[config.mk]
export PLATFORM = sky130hd
export DESIGN_NAME = turn_sequencer_flat
export DESIGN_NICKNAME = d
export VERILOG_FILES = /design/src/rtl/turn_sequencer_if.sv /design/src/rtl/turn_sequencer.sv /design/src/flat_wrapper.sv
export SDC_FILE = /design/constraint.sdc
export NUM_CORES = 1
export LEC_CHECK = 0
export BUFFER_PORTS_ARGS = -buffer_cell sky130_fd_sc_hd__buf_2
export CORE_UTILIZATION = 56
export DETAILED_ROUTE_END_ITERATION = 8
export GPL_ROUTABILITY_DRIVEN = 1
export PLACE_DENSITY_LB_ADDON = 0.1
export SYNTH_ARGS = -nofsm -noshare
export SYNTH_HDL_FRONTEND = slang
export SYNTH_SLANG_ARGS = --single-unit
[constraint.sdc]
create_clock -name clk -period 2.25 [get_ports clk]
set_clock_uncertainty 0.2 [all_clocks]
set_input_delay 0.225 -clock clk [delete_from_list [all_inputs] [get_ports clk]]
set_output_delay 0.225 -clock clk [all_outputs]
set_load 0.05 [all_outputs]
[src/rtl/turn_sequencer_if.sv]
// turn_sequencer_if: front-end, checker and status signals around the turn sequencer
interface turn_sequencer_if #(parameter int POS_W = 5);
    logic             start;
    logic             flip_valid;
    logic             match;
    logic [POS_W-1:0] step_n;
    logic             W;
    logic [POS_W-1:0] pos_data;
    logic [1:0]       T;
    logic [POS_W-1:0] N;
    logic             B;
    logic [POS_W-1:0] last_pos;
    logic             game_over;
    logic [1:0]       winner;
    logic             busy;

    modport master (
        input  start, flip_valid, match, step_n, W, pos_data,
        output T, N, B, last_pos, game_over, winner, busy
    );

    modport slave (
        output start, flip_valid, match, step_n, W, pos_data,
        input  T, N, B, last_pos, game_over, winner, busy
    );
endinterface

[src/rtl/turn_sequencer.sv]
// turn_sequencer: rotates turns, issues move strobes to the win checker and latches its result
module turn_sequencer #(
    parameter int NUM_PLAYERS    = 4,
    parameter int POS_W          = 5,
    parameter int RESULT_LAT     = 1,
    parameter int TIMEOUT_CYCLES = 50000000
) (
    input logic               clk,
    input logic               rst,
    turn_sequencer_if.master  bus
);
    localparam int CW = $clog2(TIMEOUT_CYCLES + 8);

    typedef enum logic [2:0] {IDLE, WAIT_FLIP, ISSUE, WAIT_RESULT, NEXT, DONE} state_t;

    state_t           state, state_d;
    logic [CW-1:0]    cnt, cnt_d;
    logic [1:0]       t_d, winner_d;
    logic [POS_W-1:0] n_d, last_pos_d;
    logic             b_d, game_over_d, busy_d;

    // cnt is the idle timer in WAIT_FLIP and the result-latency timer from the B cycle onward
    always_comb begin
        state_d     = state;
        cnt_d       = '0;
        t_d         = bus.T;
        n_d         = bus.N;
        last_pos_d  = bus.last_pos;
        winner_d    = bus.winner;
        game_over_d = bus.game_over;
        case (state)
            IDLE: if (bus.start) begin
                state_d = WAIT_FLIP;
                t_d     = '0;
            end
            WAIT_FLIP: begin
                if (bus.flip_valid) begin
                    state_d = (bus.match && bus.step_n != '0) ? ISSUE : NEXT;
                    n_d     = (bus.match && bus.step_n != '0) ? bus.step_n : bus.N;
                end else if (cnt == CW'(TIMEOUT_CYCLES - 1))
                    state_d = NEXT;
                else
                    cnt_d = cnt + 1'b1;
            end
            ISSUE: begin
                state_d = WAIT_RESULT;
                cnt_d   = cnt + 1'b1;
            end
            WAIT_RESULT: begin
                if (cnt == CW'(RESULT_LAT)) begin
                    last_pos_d  = bus.pos_data;
                    state_d     = bus.W ? DONE : WAIT_FLIP;
                    winner_d    = bus.W ? bus.T : bus.winner;
                    game_over_d = bus.W;
                end else
                    cnt_d = cnt + 1'b1;
            end
            NEXT: begin
                t_d     = (bus.T == 2'(NUM_PLAYERS - 1)) ? 2'd0 : bus.T + 2'd1;
                state_d = WAIT_FLIP;
            end
            DONE: ;
            default: state_d = IDLE;
        endcase
        b_d    = (state_d == ISSUE);
        busy_d = (state_d != IDLE) && (state_d != DONE);
    end

    always_ff @(posedge clk or negedge rst) begin
        if (!rst) begin
            state         <= IDLE;
            cnt           <= '0;
            bus.T         <= '0;
            bus.N         <= '0;
            bus.B         <= 1'b0;
            bus.last_pos  <= '0;
            bus.game_over <= 1'b0;
            bus.winner    <= '0;
            bus.busy      <= 1'b0;
        end else begin
            state         <= state_d;
            cnt           <= cnt_d;
            bus.T         <= t_d;
            bus.N         <= n_d;
            bus.B         <= b_d;
            bus.last_pos  <= last_pos_d;
            bus.game_over <= game_over_d;
            bus.winner    <= winner_d;
            bus.busy      <= busy_d;
        end
    end
endmodule

[src/flat_wrapper.sv]
// flat-port wrapper written by rule: the top's interface ports become plain ports
module turn_sequencer_flat 
#(
    parameter int NUM_PLAYERS    = 4,
    parameter int POS_W          = 5,
    parameter int RESULT_LAT     = 1,
    parameter int TIMEOUT_CYCLES = 50000000
)
  (clk, rst, bus_start, bus_flip_valid, bus_match, bus_step_n, bus_W, bus_pos_data, bus_T, bus_N, bus_B, bus_last_pos, bus_game_over, bus_winner, bus_busy);
  turn_sequencer_if #(.POS_W(POS_W)) bus_i ();
  input logic clk;
  input logic rst;
  input wire logic [$bits(bus_i.start)-1:0] bus_start;
  input wire logic [$bits(bus_i.flip_valid)-1:0] bus_flip_valid;
  input wire logic [$bits(bus_i.match)-1:0] bus_match;
  input wire logic [$bits(bus_i.step_n)-1:0] bus_step_n;
  input wire logic [$bits(bus_i.W)-1:0] bus_W;
  input wire logic [$bits(bus_i.pos_data)-1:0] bus_pos_data;
  output wire logic [$bits(bus_i.T)-1:0] bus_T;
  output wire logic [$bits(bus_i.N)-1:0] bus_N;
  output wire logic [$bits(bus_i.B)-1:0] bus_B;
  output wire logic [$bits(bus_i.last_pos)-1:0] bus_last_pos;
  output wire logic [$bits(bus_i.game_over)-1:0] bus_game_over;
  output wire logic [$bits(bus_i.winner)-1:0] bus_winner;
  output wire logic [$bits(bus_i.busy)-1:0] bus_busy;
  assign bus_i.start = bus_start;
  assign bus_i.flip_valid = bus_flip_valid;
  assign bus_i.match = bus_match;
  assign bus_i.step_n = bus_step_n;
  assign bus_i.W = bus_W;
  assign bus_i.pos_data = bus_pos_data;
  assign bus_T = bus_i.T;
  assign bus_N = bus_i.N;
  assign bus_B = bus_i.B;
  assign bus_last_pos = bus_i.last_pos;
  assign bus_game_over = bus_i.game_over;
  assign bus_winner = bus_i.winner;
  assign bus_busy = bus_i.busy;
  turn_sequencer #(.NUM_PLAYERS(NUM_PLAYERS), .POS_W(POS_W), .RESULT_LAT(RESULT_LAT), .TIMEOUT_CYCLES(TIMEOUT_CYCLES)) u_core (.clk(clk), .rst(rst), .bus(bus_i));
endmodule
; ---- Yosys cells after proc, flatten, opt, wreduce, memory -nomap -nowiden
; Cells that the tools add are included.
[classes]
reduce_logical = 10
eq_ne = 11
muxes = 14
add_sub_neg = 2
[ops]
columns = operator, n
row1 = $mux 26, 3
row2 = $pmux 26 s3, 1
row3 = $add 26x1->26 const B, 1
row4 = $eq 26x1->1 const B, 1
row5 = $eq 26x26->1 const B, 1
row6 = $mux 3, 6
row7 = $pmux 3 s6, 1
row8 = $eq 3x2->1 const B, 3
row9 = $eq 3x3->1 const B, 2
row10 = $reduce_and 3->1, 2
row11 = $reduce_bool 5->1, 1
row12 = $mux 2, 2
row13 = $pmux 2 s2, 1
row14 = $reduce_and 2->1, 2
row15 = $eq 3x1->1 const B, 1
row16 = $logic_not 3->1, 1
row17 = $ne 3x3->1 const B, 1
row18 = $reduce_bool 3->1, 1
row19 = $add 2x1->2 const B, 1
row20 = $eq 2x2->1 const B, 1
row21 = $logic_and 1x1->1, 2
row22 = $ne 2x2->1 const B, 1
row23 = $reduce_bool 2->1, 1
[word_totals]
ff_bits = 46
out_inout_bits = 17
word_cells = 46
inputBits = 16

; ---- Longest topological paths before layout
[logic_depth]
word_depth = 7
ltp_mapped = 8
mapped_depth_nobuf = 7

; ---- Worst setup path after synthesis
; OpenSTA, ideal clock, no wires.
[synth_timing]
kind = reg-to-reg
startpoint = register u_core.cnt[1]
endpoint = register u_core.bus.winner[0]
stages_incl_launch_ff = 8
path_slack_ns = 0.181
setup_time_ns = 0.125
t_arrival_ns = 1.744
required_ns = 1.925
synth_period_minus_slack_ns = 2.069
n_path_buf = 0
path_cell_list = dfrtp_1 > inv_1 > ha_1 > nor4bb_1 > nand3_1 > nor3_4 > nand2_4 > mux2_4
[synth_via]
elab_chain_len = 2
[synth_rtl]
columns = item, line_no
row1 = start: declaration, turn_sequencer.sv:17  ; logic [CW-1:0] cnt, cnt_d;
row2 = start signal: assignment, turn_sequencer.sv:82  ; cnt <= cnt_d;
row3 = $eq 26x1->1, turn_sequencer.sv:50  ; if (cnt == CW'(RESULT_LAT)) begin
row4 = $reduce_and 3->1 (no source line), n/a
row5 = end signal: assignment, turn_sequencer.sv:88  ; bus.winner <= winner_d;
row6 = end: declaration, turn_sequencer_if.sv:19  ; output T, N, B, last_pos, game_over, winner, busy
; Every way passes these cells.
; A chain may end at the register's enable or synchronous reset.

; ---- Final worst setup path
[layout_timing]
startpoint = input bus_step_n[1]
endpoint = register u_core.bus.N[1]
[layout_via]
elab_chain_len = 3
[layout_rtl]
columns = item, line_no
row1 = start: declaration, flat_wrapper.sv:16  ; input wire logic [$bits(bus_i.step_n)-1:0] bus_step_n;
row2 = $reduce_bool 5->1, turn_sequencer.sv:39  ; n_d = (bus.match && bus.step_n != '0) ? bus.step_n : bus.N;
row3 = $logic_and 1x1->1, turn_sequencer.sv:39
row4 = $reduce_and 3->1 (no source line), n/a
row5 = end signal: assignment, turn_sequencer.sv:84  ; bus.N <= n_d;
row6 = end: declaration, turn_sequencer_if.sv:19
; Parallel ways exist; a longest one is shown, timed or not.

==> flow_metrics.py <==
metrics = {
    "outcome": {
        "status": "finished clean",
    },
    "global_route": {
        "grt-ovfl-total": 0,
        "grt_max_degree": 27,
        "grt_pass1_vias": 1684,
        "grt_pass1_wl_mm": 7.672,
        "antenna_found_initial": 0,
        "grt.total_usage": 0.2381,
    },
    "worst_setup_path": {
        "critPathBufInv": 2,
        "cp-end-kind": "flop",
        "worstSetupStartpoint": "bus_step_n[1]",
        "start_kind": "input pin",
        "r2r_setup_slack_ns": 0.13,
        "crit_path_top_delay_cell": "dlygate4sd3_1",
        "path_cells": "dlygate4sd3_1, buf_2, or3_1, o311a_1, nand2_1, mux2_2",
        "slowest_delay_ns": 0.53,
        "endpoint": "u_core.bus.N[1]",
        "reg2regPathDepth": 7,
        "rr_startpoint": "u_core.cnt[0]",
        "reg2reg_to": "u_core.cnt[16]",
        "critical_path_class": "input pin to flop",
        "cp_max_fo": 7,
        "crit_family": "buffers and inverters",
        "required_ns": 2.24,
        "cp_num_cells": 6,
        "crit_arrival_ns": 2.16,
    },
    "clocking": {
        "clk_pin_slew_worst_paths_ns": 0.09,
        "worstSkewPairLatency_ns": 0.30,
        "h-tree-depth": 2,
        "cts_buffers": 5,
        "cts.sinks": 46,
        "tritoncts": "yes",
        "cts_root_buf": "clkbuf_8",
        "clockBufferDepth": 2,
    },
    "floorplan": {
        "die_area_sq_um": 4249,
        "initial_core_util": 0.5973,
        "core-area_sq_um": 3744,
        "rows": 22,
        "die_w_um": 65.19,
        "die_y_um": 65.19,
        "ioPinCount": 33,
    },
    "final_layout": {
        "nNetsFinal": 267,
        "drive_gt1_frac": 0.2811,
        "nFillCells": 274,
        "syn2layout_area_growth_pct": 21.77,
        "antennaDiodeCount": 0,
    },
    "synth": {
        "async_reset_ff_frac": 1.000,
        "synth_compound_area_frac": 0.05092,
        "synth_area_sq_um": 2236,
        "ys.flop_type": "dfrtp_1",
        "synth_fa_ha_area_frac": 0.01679,
        "seq_area_frac_synth": 0.5148,
        "ys_ff_latch": 46,
        "synth_cell_types": 35,
        "synth.avg_cell_area_sq_um": 11.29,
        "synth_mux_area_frac": 0.06379,
        "synth_top_family_by_area": "simple AND/OR/NAND/NOR gates",
        "syn_nets": 217,
        "synth_simple_gate_area_frac": 0.2389,
        "synth-edff-count": 0,
        "syn-instance-count": 198,
        "yosys_warnings": 0,
        "synthXorXnorAreaFrac": 0.09401,
    },
    "timing": {
        "finalCriticalPeriod_ns": 2.167,
        "maxSlewViolCount": 0,
        "rsz0062_at_grt": "false",
        "hold_viol": 0,
        "post-route-period-util": 0.9632,
        "setup_slack_ns": 0.08274,
        "relSlewSlack": 0.6412,
        "tightest_slew_ns": 0.5382,
        "tns_ns": 0,
        "fmax_ghz": 0.4614,
        "setup_viol": 0,
    },
    "power": {
        "peakVddDrop_uv": 397.4,
        "p_per_area_nw_per_um2": 1045,
        "leakagePower_nw": 1.246,
    },
    "worst_hold_path": {
        "hold_start": "bus_W",
        "hold_path_class": "input pin to flop",
    },
    "routing": {
        "via_per_inst": 5.603,
        "drt_iter0_markers": 56,
        "ant_nets": 0,
        "first_pass_iters": 4,
        "wl_per_cell_um": 15.27,
        "drc": 0,
        "wl_mm": 4.536,
        "vias": 1664,
    },
    "flow_run": {
        "drv_cap": 0,
    },
    "placement": {
        "globalplace.congestion": 0.7823,
        "place_ws_ns": -0.09342,
        "port_buffers": 32,
        "place_hpwl_mm": 3.195,
    },
}
-- cell usage after synthesis (2+ instances only) --
| library cell | count | area share |
|---|---|---|
| or3_1 | 2 | 0.0056 |
| nand2_1 | 10 | 0.017 |
| inv_1 | 5 | 0.0084 |
| a32o_1 | 2 | 0.0090 |
| nor3_1 | 3 | 0.0067 |
| nand3_1 | 14 | 0.031 |
| nand4_1 | 8 | 0.022 |
| xor2_1 | 19 | 0.074 |
| nor4_1 | 3 | 0.0084 |
| o21ai_0 | 5 | 0.011 |
| nor2_1 | 33 | 0.055 |
| and4_1 | 2 | 0.0078 |
| dfrtp_1 | 46 | 0.51 |
| nand2b_1 | 2 | 0.0056 |
| xnor2_1 | 5 | 0.020 |
| and3_1 | 4 | 0.011 |
| mux2_2 | 10 | 0.050 |
| buf_6 | 2 | 0.010 |
| ha_1 | 3 | 0.017 |
| nor4_4 | 4 | 0.038 |
| mux2_4 | 2 | 0.013 |
-- flip-flops by register name (all words and copies together), names as in the netlist --
| signal | flops |
|---|---|
| u_core.bus.B | 1 |
| u_core.bus.N | 5 |
| u_core.bus.T | 2 |
| u_core.bus.busy | 1 |
| u_core.bus.game_over | 1 |
| u_core.bus.last_pos | 5 |
| u_core.bus.winner | 2 |
| u_core.cnt | 26 |
| u_core.state | 3 |
-- cell type report --
cell class,count,area [sq um],area share
clock buffers,5,68.82,0.02528
clock inverters,3,21.27,0.007813
inverters,5,18.77,0.006893
multi-input cells,144,1071,0.3934
flip-flops and latches,46,1152,0.4233
well taps,48,60.06,0.02206
repair buffers,46,330.3,0.1213
-- logic make-up (layout without fill, tap and decap cells) --
kind of cell / after synthesis / count (layout)
AO/OA/AOI/OAI: 14 / 14
XOR/XNOR: 24 / 24
adder cells (fa/ha/maj): 3 / 3
buffers and inverters: 8 / 59
flip-flops: 46 / 46
multiplexers: 12 / 12
AND/OR/NAND/NOR: 91 / 91
-- cells in the final DEF (no fill, tap or decap), types with 4 or more instances in the layout --
cell,n
buf_2,32
clkbuf_8,5
dfrtp_1,45
dlygate4sd3_1,11
inv_1,5
mux2_2,10
nand2_1,10
nand3_1,13
nand4_1,8
nor2_1,33
nor4_4,4
o21ai_0,5
xnor2_1,5
xor2_1,19
-- how the worst min path moves through the flow --
| stage | end | slack [ns] | depth (start not counted) |
|---|---|---|---|
| after CTS | u_core.bus.game_over | 0.01 | 3 |
| after detailed placement | u_core.bus.N[4] | 0.04 | 1 |
| after floorplan | u_core.bus.B | -0.27 | 0 |
| after global routing | u_core.state[2] | 0.05 | 3 |
| final | u_core.bus.game_over | 0.03 | 3 |
| after global placement | u_core.bus.N[4] | 0.02 | 1 |
-- metal layers --
metal / global-route usage / vias to the layer above / wire length (um)
met1: 0.2960 / 825 / 1987
met2: 0.4137 / 37 / 2332
met5: 0 / - / 0
li1: - / 796 / -
met4: 0.05978 / 0 / 42
met3: 0.05729 / 6 / 174
-- power by group --
part           switching, mW  internal (mW)  total [mW]
sequential             0.149          0.998        1.15
clock                  0.281          0.218       0.499
combinational          0.819          0.380        1.20
-- tightest hold or removal path: stages --
cell     delay, ns
buf_2         0.12
nand2_4       0.07
o21ai_0       0.07
-- stage by stage --
stage	util	power (mW)	area (sq um)	hold WS [ns]	instances
3_3_place_gp	0.6594	2.273	2469	0.02031	277
5_1_grt	0.7273	2.993	2723	0.04620	297
6_report	0.7273	2.846	2723	0.03100	297
4_1_cts	0.7182	2.829	2689	0.01351	297
2_1_floorplan	-	2.019	2236	-0.2706	198
3_5_place_dp	0.6594	2.311	2469	0.03830	277
-- timing repair --
| item | CTS | global route |
|---|---|---|
| hold buffers | 11 | 0 |
| pin swaps | 1 | 2 |
| hold endpoints to repair | 32 | 0 |
| buffers inserted | 1 | 0 |
| endpoints found under the setup margin | 7 | 34 |
| gates resized for setup | 0 | 6 |
No activity file was read; power rests on OpenSTA's default activity.
